`config.mk`:
```
export PLATFORM = sky130hd
export DESIGN_NAME = square_lut_arbiter
export DESIGN_NICKNAME = d
export VERILOG_FILES = /design/src/rtl/square_lut_arbiter_pkg.sv /design/src/rtl/square_lut_4_bit.sv /design/src/rtl/square_lut_arbiter_picker.sv /design/src/rtl/square_lut_arbiter.sv
export SDC_FILE = /design/constraint.sdc
export NUM_CORES = 1
export LEC_CHECK = 0
export ABC_AREA = 1
export BUFFER_PORTS_ARGS = -buffer_cell sky130_fd_sc_hd__buf_2
export CELL_PAD_IN_SITES_DETAIL_PLACEMENT = 2
export CELL_PAD_IN_SITES_GLOBAL_PLACEMENT = 2
export CORE_MARGIN = 2
export CORE_UTILIZATION = 25
export CTS_CLUSTER_DIAMETER = 120
export DETAILED_ROUTE_END_ITERATION = 8
export GPL_ROUTABILITY_DRIVEN = 1
export PLACE_DENSITY_LB_ADDON = 0.1
export SYNTH_ARGS = -nofsm -noshare
export SYNTH_HDL_FRONTEND = slang
export SYNTH_HIERARCHICAL = 1
export SYNTH_SLANG_ARGS = --single-unit
```
`constraint.sdc`:
```
create_clock -name clk -period 3.3 [get_ports clk]
set_input_delay 0 -clock clk [delete_from_list [all_inputs] [get_ports clk]]
set_output_delay 0 -clock clk [all_outputs]
set_load 0.01 [all_outputs]
```
`src/rtl/square_lut_arbiter_pkg.sv`:
```
// Shared constants and types for the square LUT arbiter.
// Holds operand/result widths, slot state encoding and statistics counter width.
// No ports; imported by the arbiter top and its sub-modules.
package square_lut_arbiter_pkg;

  localparam int SQ_IN_WIDTH  = 4;
  localparam int SQ_OUT_WIDTH = 8;
  localparam int STAT_WIDTH   = 16;

  typedef enum logic {
    SLOT_EMPTY = 1'b0,
    SLOT_FULL  = 1'b1
  } slot_state_e;

endpackage

```
`src/rtl/square_lut_4_bit.sv`:
```
// Square of a signed 4-bit operand by table lookup.
// Latency: combinational. Backpressure: none.
// Ports: operand_i (signed -8..7), square_o (0..64, bit 7 always 0).
module square_lut_4_bit (
  input  logic [3:0] operand_i,
  output logic [7:0] square_o
);

  always_comb begin
    square_o = 8'd0;
    case (operand_i)
      4'h0: square_o = 8'd0;
      4'h1: square_o = 8'd1;
      4'h2: square_o = 8'd4;
      4'h3: square_o = 8'd9;
      4'h4: square_o = 8'd16;
      4'h5: square_o = 8'd25;
      4'h6: square_o = 8'd36;
      4'h7: square_o = 8'd49;
      4'h8: square_o = 8'd64;  // -8
      4'h9: square_o = 8'd49;  // -7
      4'hA: square_o = 8'd36;
      4'hB: square_o = 8'd25;
      4'hC: square_o = 8'd16;
      4'hD: square_o = 8'd9;
      4'hE: square_o = 8'd4;
      4'hF: square_o = 8'd1;   // -1
      default: square_o = 8'd0;
    endcase
  end

endmodule

```
`src/rtl/square_lut_arbiter_picker.sv`:
```
// rr_priority_picker: first set request at or after start_i, wrapping modulo NUM_REQ.
// Latency: combinational. Backpressure: none; caller gates the grant.
// Ports: req_i (request vector), start_i (search start), grant_oh_o (one-hot or zero), grant_idx_o.
module rr_priority_picker #(
  parameter int NUM_REQ = 4,
  parameter int IDX_W   = $clog2(NUM_REQ)
) (
  input  logic [NUM_REQ-1:0] req_i,
  input  logic [IDX_W-1:0]   start_i,
  output logic [NUM_REQ-1:0] grant_oh_o,
  output logic [IDX_W-1:0]   grant_idx_o
);

  int              sum;
  logic [IDX_W-1:0] pos;
  logic            found;

  always_comb begin
    grant_oh_o  = '0;
    grant_idx_o = '0;
    found       = 1'b0;
    sum         = 0;
    pos         = '0;
    for (int i = 0; i < NUM_REQ; i++) begin
      // Wrap by subtraction so non-power-of-two NUM_REQ works.
      sum = int'(start_i) + i;
      if (sum >= NUM_REQ) sum = sum - NUM_REQ;
      pos = sum[IDX_W-1:0];
      if (!found && req_i[pos]) begin
        found          = 1'b1;
        grant_oh_o[pos] = 1'b1;
        grant_idx_o    = pos;
      end
    end
  end

endmodule

```
`src/rtl/square_lut_arbiter.sv`:
```
// Round-robin arbiter sharing one square LUT among NUM_REQ requesters; result lands in a one-entry slot.
// Latency: accept in cycle N gives rsp_valid from cycle N+1; one result per cycle with rsp_ready high.
// Backpressure: slot full with rsp_ready low holds rsp_* stable and drives all req_ready low.
// Ports: clk, rst (async active-high), req_valid/req_ready/req_data (4 bits per requester),
//        rsp_valid/rsp_ready/rsp_data/rsp_id, grant_count (only with SQUARE_ARB_STATS_EN).
module square_lut_arbiter
  import square_lut_arbiter_pkg::*;
#(
  parameter int NUM_REQ  = 4,
  parameter int ID_WIDTH = $clog2(NUM_REQ)
) (
  input  logic                            clk,
  input  logic                            rst,
  input  logic [NUM_REQ-1:0]              req_valid,
  output logic [NUM_REQ-1:0]              req_ready,
  input  logic [NUM_REQ*SQ_IN_WIDTH-1:0]  req_data,
  output logic                            rsp_valid,
  input  logic                            rsp_ready,
  output logic [SQ_OUT_WIDTH-1:0]         rsp_data,
  output logic [ID_WIDTH-1:0]             rsp_id
`ifdef SQUARE_ARB_STATS_EN
  ,
  output logic [NUM_REQ*STAT_WIDTH-1:0]   grant_count
`endif
);

  slot_state_e             state_q, state_d;
  logic [SQ_OUT_WIDTH-1:0] rsp_data_q, rsp_data_d;
  logic [ID_WIDTH-1:0]     rsp_id_q, rsp_id_d;
  logic [ID_WIDTH-1:0]     last_grant_q, last_grant_d;
  logic [ID_WIDTH-1:0]     start_idx;
  logic [ID_WIDTH-1:0]     pick_idx;
  logic [NUM_REQ-1:0]      pick_oh;
  logic [SQ_IN_WIDTH-1:0]  operand;
  logic [SQ_OUT_WIDTH-1:0] square;
  logic                    slot_free;
  logic                    accept;

  assign start_idx = (last_grant_q == ID_WIDTH'(NUM_REQ - 1)) ? '0 : last_grant_q + 1'b1;

  rr_priority_picker #(
    .NUM_REQ (NUM_REQ),
    .IDX_W   (ID_WIDTH)
  ) u_picker (
    .req_i       (req_valid),
    .start_i     (start_idx),
    .grant_oh_o  (pick_oh),
    .grant_idx_o (pick_idx)
  );

  always_comb begin
    operand = '0;
    for (int k = 0; k < NUM_REQ; k++) begin
      if (pick_idx == ID_WIDTH'(k)) operand = req_data[k*SQ_IN_WIDTH +: SQ_IN_WIDTH];
    end
  end

  square_lut_4_bit u_lut (
    .operand_i (operand),
    .square_o  (square)
  );

  // State register
  always_ff @(posedge clk or posedge rst) begin
    if (rst) begin
      state_q      <= SLOT_EMPTY;
      rsp_data_q   <= '0;
      rsp_id_q     <= '0;
      last_grant_q <= ID_WIDTH'(NUM_REQ - 1);
    end else begin
      state_q      <= state_d;
      rsp_data_q   <= rsp_data_d;
      rsp_id_q     <= rsp_id_d;
      last_grant_q <= last_grant_d;
    end
  end

  // Next-state logic
  always_comb begin
    state_d      = state_q;
    rsp_data_d   = rsp_data_q;
    rsp_id_d     = rsp_id_q;
    last_grant_d = last_grant_q;
    case (state_q)
      SLOT_EMPTY: if (accept) state_d = SLOT_FULL;
      SLOT_FULL:  if (rsp_ready) state_d = accept ? SLOT_FULL : SLOT_EMPTY;
      default:    state_d = SLOT_EMPTY;
    endcase
    if (accept) begin
      rsp_data_d   = square;
      rsp_id_d     = pick_idx;
      last_grant_d = pick_idx;
    end
  end

  // Outputs; grant suppressed during reset so nothing is accepted then discarded.
  always_comb begin
    rsp_valid = (state_q == SLOT_FULL);
    slot_free = !rsp_valid || rsp_ready;
    req_ready = (slot_free && !rst) ? pick_oh : '0;
    accept    = |(req_valid & req_ready);
  end

  assign rsp_data = rsp_data_q;
  assign rsp_id   = rsp_id_q;

`ifdef SQUARE_ARB_STATS_EN
  logic [STAT_WIDTH-1:0] cnt_q [NUM_REQ];

  always_ff @(posedge clk or posedge rst) begin
    if (rst) begin
      for (int k = 0; k < NUM_REQ; k++) cnt_q[k] <= '0;
    end else begin
      for (int k = 0; k < NUM_REQ; k++) begin
        if (req_valid[k] && req_ready[k] && (cnt_q[k] != '1)) cnt_q[k] <= cnt_q[k] + 1'b1;
      end
    end
  end

  always_comb begin
    grant_count = '0;
    for (int k = 0; k < NUM_REQ; k++) grant_count[k*STAT_WIDTH +: STAT_WIDTH] = cnt_q[k];
  end
`endif

endmodule

```
==> impl_metrics.csv <==
group,metric,value,unit
drt,dr_total_vias,1493,
drt,drt_pass1_iterations,3,
floorplan,initial_utilization,26.4,%
worst_setup_path,path_max_fanout,6,
flow_run,drv_cap,0,
sta,finalMaxSlewViolations,0,
floorplan,dieArea,6100,um2
worst_hold_path,hold_class,"in -> reg",
synth,ys_ff_latch,13,
global_route,grt_usage,15.8,%
worst_setup_path,worstPathRequired,3.43,ns
drt,totalWireLength,4.71,mm
synth,synth.yosys.seq_area_share,23.9,%
synth,synthDominantCellAreaShare,20.0,%
run_status,status,"complete, no violations",
floorplan,fp.dieW,78.1,um
floorplan,die_h,78.1,um
drt,via_per_inst,4.62,
sta,hold_viol,0,
finish,diodes,0,
sta,fin_crit,3.14,ns
global_route,grt_start_max_net_pins,19,
global_route,first_global_vias,1659,
sta,skew,0.00157,ns
placed_design,io_buffers,37,
finish,drive_above_1_share,41.5,%
finish,nNetsFinal,288,
worst_hold_path,min_from,"rsp_ready",
drt,post_drt_wl_per_cell,14.6,um
worst_setup_path,startpoint_type,"flop",
worst_setup_path,timing.rr.start,"last_grant_q[0]",
global_route,grt_pass1_wl,7.85,mm
synth,synth_area_leaders,"dfrtp_1 (20%), nand2_1 (16%), ha_1 (10%), nand3_1 (9.1%), nand4_1 (5.5%)",
worst_setup_path,arrival,3.27,ns
drt,first_iter_violations,50,
sta,period_share,95.2,%
clock_tree,cts_buffers,3,
synth,synth_flop_cell,"dfrtp_1",
drt,ant_nets,0,
synth,synthCells,200,
sta,hold_ws,0.0501,ns
worst_setup_path,critical_path_class,"reg -> reg",
global_route,grt_overflow,0,
clock_tree,clock_latency,0.24,ns
synth,yosysWarnings,6,
synth,synth_cell_types,26,
global_route,antenna_found_initial,0,
drt,drcViolationCount,0,
floorplan,num_rows,26,
clock_tree,h-tree-depth,1,
sta,timing.fmax,318,MHz
clock_tree,cts_tree,"yes",
sta,setup_viol,0,
synth,synthArstFlopShare,100,%
placed_design,hpwl,3.72,mm
floorplan,io_pins,38,
synth,netlist_area,1370,um2
synth,synth_edf_count,0,
clock_tree,clockBufferDepth,2,
worst_setup_path,cp-startpoint,"last_grant_q[0]",
floorplan,core_region_area,5200,um2
synth,syn_area_per_cell,6.87,um2
placed_design,place.gp.congestion,0.888,
clock_tree,cts.sinks,13,
clock_tree,clkTransAtPathRegs,0.05,ns
finish,syn_to_final_growth,35.2,%
synth,yosysTopAreaCell,"dfrtp_1",
clock_tree,root_buffer,"clkbuf_8",
worst_setup_path,cp-end-kind,"flop",
-- cell usage in the layout, fill, tap and decap left out, drive strengths merged --
| cell | synthesis | layout |
|---|---|---|
| nor2 | 10 | 10 |
| a21oi | 7 | 7 |
| a21boi | 4 | 4 |
| clkbuf | 1 | 4 |
| dfstp | 2 | 2 |
| nor3 | 1 | 1 |
| buf | 9 | 57 |
| dfrtp | 11 | 11 |
| inv | 23 | 23 |
| ha | 11 | 11 |
| o21ai | 10 | 10 |
| nand4 | 14 | 14 |
| nand3 | 27 | 27 |
| dlygate4sd3 | 0 | 1 |
| nand2 | 69 | 69 |
| conb | 1 | 2 |
-- worst max-delay path: stages (launching register included) --
cell and delay, ns:
dfstp_2 0.38, ha_1 0.20, nor2_2 0.15, inv_2 0.08
ha_4 0.30, inv_2 0.06, nand2_1 0.09, nand2_2 0.07
nor2_4 0.17, nand4_1 0.19, nand3_4 0.16, buf_4 0.12
inv_2 0.04, nand3_1 0.06, nand4_1 0.19, buf_4 0.19
buf_4 0.12, ha_1 0.18, nand2_1 0.06, nand2_1 0.06
o21ai_1 0.09, nand2_1 0.06
-- synthesized netlist by cell type, types with 3 or more instances --
library cell,number
nand4_1,12
nand2_1,57
nor2_1,6
a21boi_0,4
inv_1,17
ha_1,11
buf_4,3
inv_2,6
a21oi_1,7
nand3_1,25
dfrtp_1,11
o21ai_0,8
buf_6,4
nand2_2,10
-- state kept, by name (all words and copies together), names as in the netlist --
name / flops
rsp_data: 8
rsp_valid: 1
last_grant_q: 2
rsp_id: 2
-- timing repair --
action | in CTS | in global routing
pin swaps | 1 | 9
buffers inserted | 2 | 12
hold buffers | 1 | 0
setup endpoints to repair | 3 | 5
resized for setup | 5 | 19
endpoints found under the hold margin | 11 | 0
-- through the flow --
step	TNS, ns	worst slack [ns]	cells	util, %	area [um2]
floorplan	0	0.0261	201	-	1380
CTS	-0.00290	-0.00290	311	32.8	1710
detailed placement	-0.309	-0.135	304	31.0	1610
finish	0	0.157	323	35.7	1860
global route	-0.178	-0.0885	323	35.7	1860
global placement	0	0.161	304	31.0	1610
-- path summary, 6_finish.rpt --
kind | to | slack, ns | cells after the start
worst max-delay path | rsp_data[3] | 0.16 | 21
worst min-delay path | rsp_valid | 0.05 | 4
worst max register to register | rsp_data[3] | 0.16 | 21
worst min register to register | rsp_data[3] | 0.47 | 2
max in group asynchronous | last_grant_q[0] | 2.71 | 3
min in group asynchronous | rsp_valid | 0.28 | 3
-- cell families (layout without fill, tap and decap cells) --
group                    Yosys count  after routing  share of synthesized area (%)
AND/OR/NAND/NOR                  121            121                           44.7
buffers and inverters             33             85                           12.2
AO/OA/AOI/OAI                     21             21                           8.93
flip-flops                        13             13                           23.9
adder cells (fa/ha/maj)           11             11                           10.0
other                              1              2                          0.273
-- cell type report --
cell class	instances	area (um2)
tap	70	87.6
clock buffer	4	45.0
fill	649	3350
timing repair buffer	58	349
inverter	23	86.3
sequential	13	328
multi-input combinational	155	962
-- per-layer routing --
| layer | share of wire, % | routed length [um] | global-route usage [%] |
|---|---|---|---|
| met5 | 0 | 0 | 0 |
| met4 | 0.62 | 29 | 2.63 |
| met3 | 2.4 | 111 | 0.920 |
| met2 | 52 | 2440 | 28.7 |
| met1 | 45 | 2140 | 20.8 |
Power is left out: the tool's default activity adds up to more than one toggle a clock period on the data nets, which glitch-free logic cannot reach.
